==> config.mk <==
export PLATFORM = sky130hd
export DESIGN_NAME = avalon_sram_arbiter
export DESIGN_NICKNAME = d
export VERILOG_FILES = /design/src/rtl/avalon_sram_arbiter.sv
export SDC_FILE = /design/constraint.sdc
export NUM_CORES = 1
export LEC_CHECK = 0
export ABC_AREA = 1
export CAP_MARGIN = 5
export CORE_MARGIN = 2
export CORE_UTILIZATION = 36
export DETAILED_ROUTE_END_ITERATION = 12
export PLACE_DENSITY = 0.81
export RECOVER_POWER = 50
export SLEW_MARGIN = 20
export SYNTH_ARGS = -nofsm -noshare
export SYNTH_HDL_FRONTEND = slang
export SYNTH_SLANG_ARGS = --single-unit
==> constraint.sdc <==
create_clock -name sys_clk -period 1.3 [get_ports sys_clk]
set_input_delay 0.195 -clock sys_clk [delete_from_list [all_inputs] [get_ports sys_clk]]
set_output_delay 0.195 -clock sys_clk [all_outputs]
set_load 0.01 [all_outputs]
==> src/rtl/avalon_sram_arbiter.sv <==
// rtl/avalon_sram_arbiter.sv - m0 read-priority / m1 write arbiter for one Avalon SRAM controller port
// Optional feature macro SRAM_ARB_STATS_EN adds accept/stall statistics counters.
module avalon_sram_arbiter #(
  parameter int AVN_AW       = 18,
  parameter int AVN_DW       = 16,
  parameter int RD_LATENCY   = 2,
  parameter int TURN_CYCLES  = 1,
  parameter int MAX_RD_BURST = 8
) (
  input  logic                  sys_clk,
  input  logic                  sys_rst_n,
  input  logic                  m0_avn_read,
  input  logic [AVN_AW-1:0]     m0_avn_address,
  output logic                  m0_avn_waitrequest,
  output logic [AVN_DW-1:0]     m0_avn_readdata,
  output logic                  m0_avn_readdatavalid,
  input  logic                  m1_avn_write,
  input  logic [AVN_AW-1:0]     m1_avn_address,
  input  logic [AVN_DW-1:0]     m1_avn_writedata,
  input  logic [AVN_DW/8-1:0]   m1_avn_byteenable,
  output logic                  m1_avn_waitrequest,
`ifdef SRAM_ARB_STATS_EN
  input  logic                  stat_clr,
  output logic [31:0]           stat_rd_cnt,
  output logic [31:0]           stat_wr_cnt,
  output logic [31:0]           stat_stall_cnt,
`endif
  output logic                  sram_avn_read,
  output logic                  sram_avn_write,
  output logic [AVN_AW-1:0]     sram_avn_address,
  output logic [AVN_DW-1:0]     sram_avn_writedata,
  output logic [AVN_DW/8-1:0]   sram_avn_byteenable,
  input  logic [AVN_DW-1:0]     sram_avn_readdata
);

  localparam int CW = $clog2(MAX_RD_BURST + 1);

  typedef enum logic [1:0] {IDLE, READ, WRITE} state_t;

  state_t              state, state_nxt;
  logic [CW-1:0]       rd_cnt;
  logic [1:0]          turn_cnt;
  logic                wr_done;
  logic [RD_LATENCY:0] rd_pipe;
  logic                m0_acc, m1_acc;
  logic                burst_full, turn_zero;

  assign burst_full = (rd_cnt == CW'(MAX_RD_BURST));
  assign turn_zero  = (turn_cnt == '0);

  always_ff @(posedge sys_clk or negedge sys_rst_n) begin
    if (!sys_rst_n) state <= IDLE;
    else            state <= state_nxt;
  end

  // Grants are decided here; waitrequest is simply the inverse of the grant.
  always_comb begin
    state_nxt = state;
    m0_acc    = 1'b0;
    m1_acc    = 1'b0;
    case (state)
      IDLE: begin
        if (m0_avn_read) begin
          m0_acc    = 1'b1;
          state_nxt = READ;
        end else if (m1_avn_write && turn_zero) begin
          m1_acc    = 1'b1;
          state_nxt = WRITE;
        end
      end
      READ: begin
        if (m1_avn_write && (!m0_avn_read || burst_full)) state_nxt = WRITE;
        else if (m0_avn_read)                             m0_acc    = 1'b1;
        else                                              state_nxt = IDLE;
      end
      WRITE: begin
        if (wr_done && m0_avn_read) begin
          m0_acc    = 1'b1;
          state_nxt = READ;
        end else if (m1_avn_write && turn_zero) begin
          m1_acc    = 1'b1;
        end else if (!m0_avn_read && !m1_avn_write) begin
          state_nxt = IDLE;
        end
      end
      default: state_nxt = IDLE;
    endcase
    if (!sys_rst_n) begin
      m0_acc = 1'b0;
      m1_acc = 1'b0;
    end
  end

  always_comb begin
    m0_avn_waitrequest = !m0_acc;
    m1_avn_waitrequest = !m1_acc;
  end

  always_ff @(posedge sys_clk or negedge sys_rst_n) begin
    if (!sys_rst_n) begin
      rd_cnt   <= '0;
      turn_cnt <= '0;
      wr_done  <= 1'b0;
    end else begin
      if (m0_acc) begin
        turn_cnt <= 2'(TURN_CYCLES);
        if (!burst_full) rd_cnt <= rd_cnt + 1'b1;
      end else begin
        if (!turn_zero) turn_cnt <= turn_cnt - 1'b1;
        if (m1_acc || (state == READ && state_nxt != READ)) rd_cnt <= '0;
      end
      if (m1_acc)      wr_done <= 1'b1;
      else if (m0_acc) wr_done <= 1'b0;
    end
  end

  always_ff @(posedge sys_clk or negedge sys_rst_n) begin
    if (!sys_rst_n) begin
      sram_avn_read       <= 1'b0;
      sram_avn_write      <= 1'b0;
      sram_avn_address    <= '0;
      sram_avn_writedata  <= '0;
      sram_avn_byteenable <= '0;
    end else begin
      sram_avn_read       <= m0_acc;
      sram_avn_write      <= m1_acc;
      sram_avn_address    <= m0_acc ? m0_avn_address : (m1_acc ? m1_avn_address : '0);
      sram_avn_writedata  <= m1_acc ? m1_avn_writedata : '0;
      sram_avn_byteenable <= m1_acc ? m1_avn_byteenable : '0;
    end
  end

  // Tag pipe: the last stage is readdatavalid; data is captured as the tag enters it.
  always_ff @(posedge sys_clk or negedge sys_rst_n) begin
    if (!sys_rst_n) begin
      rd_pipe         <= '0;
      m0_avn_readdata <= '0;
    end else begin
      rd_pipe <= {rd_pipe[RD_LATENCY-1:0], m0_acc};
      if (rd_pipe[RD_LATENCY-1]) m0_avn_readdata <= sram_avn_readdata;
    end
  end

  assign m0_avn_readdatavalid = rd_pipe[RD_LATENCY];

`ifdef SRAM_ARB_STATS_EN
  always_ff @(posedge sys_clk or negedge sys_rst_n) begin
    if (!sys_rst_n) begin
      stat_rd_cnt    <= '0;
      stat_wr_cnt    <= '0;
      stat_stall_cnt <= '0;
    end else if (stat_clr) begin
      stat_rd_cnt    <= '0;
      stat_wr_cnt    <= '0;
      stat_stall_cnt <= '0;
    end else begin
      if (m0_acc) stat_rd_cnt <= stat_rd_cnt + 32'd1;
      if (m1_acc) stat_wr_cnt <= stat_wr_cnt + 32'd1;
      if ((m0_avn_read && !m0_acc) || (m1_avn_write && !m1_acc))
        stat_stall_cnt <= stat_stall_cnt + 32'd1;
    end
  end
`endif

endmodule
==> results of run 1 <==
worst max-delay path: cells and delay by family (launching register included):
| family | cells | cell delay [ns] |
|---|---|---|
| DFF | 1 | 0.41 |
| adders and majority gates | 1 | 0.14 |
| and+or+nand+nor | 6 | 0.42 |
| buffers and inverters | 2 | 0.18 |
through the flow:
step                      util (%)  setup WS [ns]  instance area (µm²)  total power [mW]  TNS, ns
after floorplan                  -         -0.133                 2560              3.99    -2.73
after global placement        59.5         -0.567                 4070              5.37   -16.55
after detailed placement      59.5         -0.572                 4070              5.48   -18.23
after CTS                     62.3         -0.346                 4260              6.80    -5.23
after global routing          65.1         -0.431                 4450              7.51   -15.41
final                         65.1         -0.379                 4450              7.08   -11.87
state kept, by name, indices dropped and copies added (netlist names):
| name | cells |
|---|---|
| rd_cnt | 4 |
| sram_avn_writedata | 16 |
| wr_done | 1 |
| turn_cnt | 2 |
| sram_avn_address | 18 |
| m0_avn_readdata | 16 |
| state | 2 |
| rd_pipe | 3 |
| sram_avn_write | 1 |
| sram_avn_byteenable | 2 |
what timing repair did:
action,CTS,global route
endpoints found under the setup margin,102,47
resized for setup,86,40
cloned,0,3
setup buffers,2,4
endpoints found under the hold margin,27,0
hold buffers,1,0
pin swaps,6,6
cell usage in the layout, fill, tap and decap left out, types with 2 or more instances in the layout:
cell type,count
inv_2,7
buf_4,16
buf_12,2
ha_4,2
dfrtp_1,65
mux2_2,16
nand3_1,11
nand2_2,20
buf_6,3
clkbuf_1,2
clkbuf_8,10
dlygate4sd2_1,55
nand2_1,52
xor2_1,2
nor2_2,20
nand3_4,2
clkbuf_2,2
clkinv_2,3
clkdlybuf4s50_1,72
nor2_1,4
inv_1,23
a21oi_1,2
logic make-up after synthesis:
logic type | synth area share (%)
mux | 7.04
buf+inv | 7.09
flops | 63.5
xor+xnor | 1.03
fa+ha+maj | 1.47
simple gates | 18.4
compound gates | 1.42
cell type report:
cell class              instances  share of cell area (%)
inverters                      32                    3.41
well taps                      96                    2.70
clock buffers                  11                    3.18
multi-input cells             139                    19.8
flip-flops and latches         65                    36.6
repair inverters                2                   0.704
repair buffers                155                    32.9
clock inverters                 5                   0.704
per-layer routing:
layer	wire (µm)	GRT usage (%)	vias up	share of wire (%)
met1	2680	19.4	1066	38
met5	0	0	-	0
met4	150	7.44	0	2.1
li1	-	-	1072	-
met2	3700	29.4	92	53
met3	470	5.04	14	6.7
final timing paths:
path	start	end	slack, ns	depth (start not counted)
max in group asynchronous	sys_rst_n	sram_avn_address[6]	0.32	3
min reg2reg	rd_pipe[0]	rd_pipe[1]	0.38	0
max	rd_cnt[0]	m0_avn_waitrequest	-0.38	9
min	sys_rst_n	sram_avn_writedata[4]	0.18	2
max reg2reg	rd_cnt[0]	rd_cnt[0]	-0.36	13
min in group sys_clk	rd_pipe[0]	rd_pipe[1]	0.38	0
report_power, final:
part | internal (mW) | total [mW] | switching [mW]
combinational | 1.44 | 2.81 | 1.37
sequential | 2.54 | 2.76 | 0.224
clock | 0.738 | 1.51 | 0.768
total | 4.71 | 7.08 | 2.36
==> results.toml, run 1 <==
[yosys]
synthTopCellsByCount = "dfrtp_1 (65), nand2_1 (62), inv_1 (28)"
postSynthCellCount = 243
synthArstFlopShare_pct = 100
synth-edff-count = 0
ys_top_cells_by_area = "dfrtp_1 (64%), nand2_1 (9.1%), mux2_2 (7.0%)"
syn-cell-area_mm2 = 0.00256
ys.flop_type = "dfrtp_1"
yosysMostFrequentCell = "dfrtp_1"
synth_seq_cells = 65
syn_nets = 320
synth_cell_types = 22
synth_top_area_cell = "dfrtp_1"
avgSynthCellArea_um2 = 10.5
yosys_warnings = 0
yosysTopAreaCellShare_pct = 63.5
ys_seq_area_share_pct = 63.5

[clock_tree]
numCtsBuffers = 9
clkLatencyLatePin_ns = 0.33
clock_tree.root_cell = "clkbuf_8"
clk_pin_slew_worst_paths_ns = 0.07
h-tree-depth = 3
clockBufferDepth = 2
clock-sinks = 65
cts_tree = "yes"

[layout]
nNetsFinal = 481
fin_cells = 505
area_delta_synth_final_pct = 73.7
multi_input_area_um2 = 881
drive_gt1_share_pct = 27.9
diodes = 0
register_area_mm2 = 0.00163
fill_cells = 568

[drt]
drtIter0Drc = 73
viasPerCell = 4.44
wl_per_cell_um = 13.9
routed_wl_um = 7010
antenna_left = 0
drcViolationCount = 0
num_vias = 2244
dr.pass1.iters = 4

[setup_path]
crit_chain = "inv_2, ha_4, nand3_4, nand2_2, nand2_2, nand2_2, nand2_2, nand2_4, buf_6"
critical_path.max_fanout = 2
arrival_ns = 1.48
worst_path_max_delay_cell = "dfrtp_1"
slowest_delay_ns = 0.41
path_common_cell = "nand2_2"
critPathLaunchType = "flop"
crit_type = "reg2out"
worstSetupEndpointType = "output pin"
crit_required_ns = 1.11

[timing]
timing.final.hold_violations = 0
whs_ns = 0.180
fin_ws_ns = -0.379
finalCritPeriodShare_pct = 129
max_freq_ghz = 0.596
rsz0062_at_grt = "yes"
finalMaxSlewViolations = 0
worst_pin_slew_ns = 0.901
setup_violations = 63
post-route-min-period_ns = 1.68
slew_headroom_pct = 39.9
fin_skew_ns = 0.00880

[placement]
dp.cells = 480
dp.final_hpwl_um = 4760
place.gp.congestion = 0.863
io_buffers = 130

[floorplan]
die_w_um = 88.3
rows = 30
start_util_pct = 37.5
die_h_um = 88.3
core_area_mm2 = 0.00683
ios = 131
die_area_mm2 = 0.00780

[grt]
grt_use_total_pct = 16.9
antenna_found_initial = 0
overflow = 0
grt_pass1_wl_um = 10100
first_global_vias = 2209
grt_max_degree = 39

[min_path]
hold_class = "in2async"

[pwr]
power_density_mw_per_mm2 = 1590
p_leak_nw = 2.36
ir_drop_v = 0.00103

[outcome]
status = "complete, but fails checks"
violations = "negative setup slack"

[job]
cap_viol_max_count = 0
(Power assumes the default switching activity.)
==> run 2, diff against run 1 <==
--- a/config.mk
+++ b/config.mk
@@ -12,6 +12,7 @@
 export DETAILED_ROUTE_END_ITERATION = 12
 export PLACE_DENSITY = 0.81
 export RECOVER_POWER = 50
+export SETUP_SLACK_MARGIN = 0.02
 export SLEW_MARGIN = 20
 export SYNTH_ARGS = -nofsm -noshare
 export SYNTH_HDL_FRONTEND = slang
==> run 2 against run 1 <==
Effect of this change:
- the flow finishes with violations (negative hold slack, negative setup slack)
- sequential cell count unchanged
- combinational power up 2%
- utilization grew 0.11 points
- power grew 3.3%
- global-route usage grew 0.24 points
- clock power is 13% higher
- cell count increased by 0.79%
- fmax increased by 0.12%
- largest cell class unchanged
- die area stayed put
- sequential share of layout area is 0.062 points lower
- first-iteration DRC count down 44%
- via count about the same
==> results.toml, run 2 (synthesis results as in run 1) <==
[drt]
antenna_left = 0
dr.pass1.iters = 4
routed_wl_um = 6900
viasPerCell = 4.41
num_vias = 2246
drcViolationCount = 0
drtIter0Drc = 41
wl_per_cell_um = 13.6

[grt]
grt_use_total_pct = 17.2
grt_max_degree = 43
grt_pass1_wl_um = 10100
overflow = 0
first_global_vias = 2258
antenna_found_initial = 0

[layout]
mostFrequentLayoutCells = "clkdlybuf4s50_1 (72), dfrtp_1 (65), nand2_1 (55), dlygate4sd2_1 (55), inv_1 (25)"
drive_gt1_share_pct = 25.4
fin_cells = 509
top_register = "sram_avn_address"
nNetsFinal = 485
area_delta_synth_final_pct = 73.9
multi_input_area_um2 = 831
fin_area_mm2 = 0.00445
top_regs = "sram_avn_address (18), m0_avn_readdata (16), sram_avn_writedata (16)"
largest_register_ff_count = 18
diodes = 0
fill_cells = 570
final_common_cell = "clkdlybuf4s50_1"
register_area_mm2 = 0.00163

[clock_tree]
clk_pin_slew_worst_paths_ns = 0.07
clkLatencyLatePin_ns = 0.34
cts_tree = "yes"
clockBufferDepth = 2
numCtsBuffers = 9
clock_tree.root_cell = "clkbuf_8"
h-tree-depth = 3
clock-sinks = 65

[pwr]
seqPwrFrac_pct = 37.6
ir_drop_v = 0.000907
swShare_pct = 31.9
p_leak_nw = 2.38
switchingPower_mw = 2.33
internal_power_mw = 4.98
clkPwrFrac_pct = 23.2
comb_power_share_pct = 39.2
power_density_mw_per_mm2 = 1640

[placement]
placedInstanceArea_mm2 = 0.00407
place.gp.congestion = 0.786
dp.cells = 482
dp.final_hpwl_um = 4620
io_buffers = 130

[min_path]
hold_class = "in2async"

[outcome]
violations = "negative hold slack, negative setup slack"
status = "complete, but fails checks"

[timing]
rsz0062_at_grt = "yes"
fin_skew_ns = 0.0101
whs_ns = -0.0619
worst_pin_slew_ns = 0.521
max_freq_ghz = 0.596
timing.final.hold_violations = 23
finalCritPeriodShare_pct = 129
finalMaxSlewViolations = 0
fin_ws_ns = -0.377
slew_headroom_pct = 65.3
setup_violations = 47
post-route-min-period_ns = 1.68

[setup_path]
critPathLaunchType = "flop"
crit_chain = "inv_2, ha_4, nand3_2, nand2_1, nand2_1, nand2_1, nand2_2, nand2_4, buf_6"
crit_required_ns = 1.11
worst_path_max_delay_cell = "dfrtp_1"
crit_type = "reg2out"
path_common_cell = "nand2_1"
critical_path.max_fanout = 2
arrival_ns = 1.48
worstSetupEndpointType = "output pin"
slowest_delay_ns = 0.39

[floorplan]
die_area_mm2 = 0.00780
core_area_mm2 = 0.00683
ios = 131
die_h_um = 88.3
rows = 30
die_w_um = 88.3
start_util_pct = 37.5

[job]
cap_viol_max_count = 0
==> run 2: cell types whose count changed in the layout (fill, tap and decap cells not counted), moves of 2 or more <==
cell	delta
nor2_1	+12
inv_2	-2
nand2_1	+3
nand3_2	+3
clkbuf_2	-2
nand2_2	-3
nor2_2	-12
buf_4	+7
clkinv_8	+3
nand3_1	-2
inv_1	+2
==> run 2: through the flow <==
| stage | setup TNS, ns | util [%] | total power, mW | worst slack (ns) |
|---|---|---|---|---|
| 2_1_floorplan | -2.73 | - | 3.99 | -0.133 |
| 3_3_place_gp | -16.17 | 59.6 | 5.38 | -0.561 |
| 3_5_place_dp | -17.32 | 59.6 | 5.46 | -0.570 |
| 4_1_cts | -5.60 | 62.9 | 7.05 | -0.368 |
| 5_1_grt | -15.19 | 65.2 | 7.76 | -0.486 |
| 6_report | -10.54 | 65.2 | 7.31 | -0.377 |
==> run 2: final timing paths <==
| path | from | endpoint | slack (ns) | depth (start not counted) |
|---|---|---|---|---|
| max | rd_cnt[0] | m0_avn_waitrequest | -0.38 | 9 |
| max reg2reg | rd_cnt[0] | sram_avn_address[6] | -0.34 | 13 |
| min reg2reg | rd_pipe[0] | rd_pipe[1] | 0.37 | 0 |
| min in group sys_clk | m1_avn_writedata[12] | sram_avn_writedata[12] | 0.36 | 3 |
| max in group asynchronous | sys_rst_n | rd_pipe[0] | 0.92 | 2 |
| min | sys_rst_n | sram_avn_address[8] | -0.06 | 2 |
==> run 2: worst max-delay path, delay by kind of cell (launching register included) <==
kind	cells	cell delay [ns]
flip-flops	1	0.39
AND/OR/NAND/NOR	6	0.44
buffers and inverters	2	0.18
adder cells (fa/ha/maj)	1	0.14
==> run 2: layout make-up <==
type                            count  share of cell area, %
Inverter                           32                   3.57
Sequential cell                    65                   36.5
Clock inverter                      5                   1.24
Tap cell                           96                   2.70
Clock buffer                       11                   3.18
Timing Repair inverter              4                   1.24
Timing Repair Buffer              157                   32.9
Multi-Input combinational cell    139                   18.7
==> run 2: power groups by stage <==
| stage | Sequential (mW) | Clock (mW) | Combinational (mW) |
|---|---|---|---|
| floorplan | 3.00 | 0 | 0.988 |
| global placement | 2.78 | 0 | 2.60 |
| detailed placement | 2.80 | 0 | 2.66 |
| CTS | 2.75 | 1.74 | 2.55 |
| global route | 2.80 | 1.83 | 3.13 |
| finish | 2.75 | 1.70 | 2.87 |
==> run 2: repair_timing <==
item,in CTS,in global routing
endpoints found under the setup margin,102,49
buffers inserted,6,4
cloned,0,4
hold endpoints to repair,23,23
gates resized for setup,88,24
pin swaps,8,5
==> run 2: layer usage <==
metal	global-route usage, %	vias to the layer above	wire (µm)
met4	9.37	0	203
li1	-	1075	-
met5	0	-	0
met2	30.4	92	3570
met1	18.1	1060	2590
met3	5.50	19	539
==> run 3, diff against run 2 <==
--- a/config.mk
+++ b/config.mk
@@ -13,7 +13,6 @@
 export PLACE_DENSITY = 0.81
 export RECOVER_POWER = 50
 export SETUP_SLACK_MARGIN = 0.02
-export SLEW_MARGIN = 20
 export SYNTH_ARGS = -nofsm -noshare
 export SYNTH_HDL_FRONTEND = slang
 export SYNTH_SLANG_ARGS = --single-unit
==> results of run 3 <==
The final DEF is identical to that of run 2; final timing and power are the same.
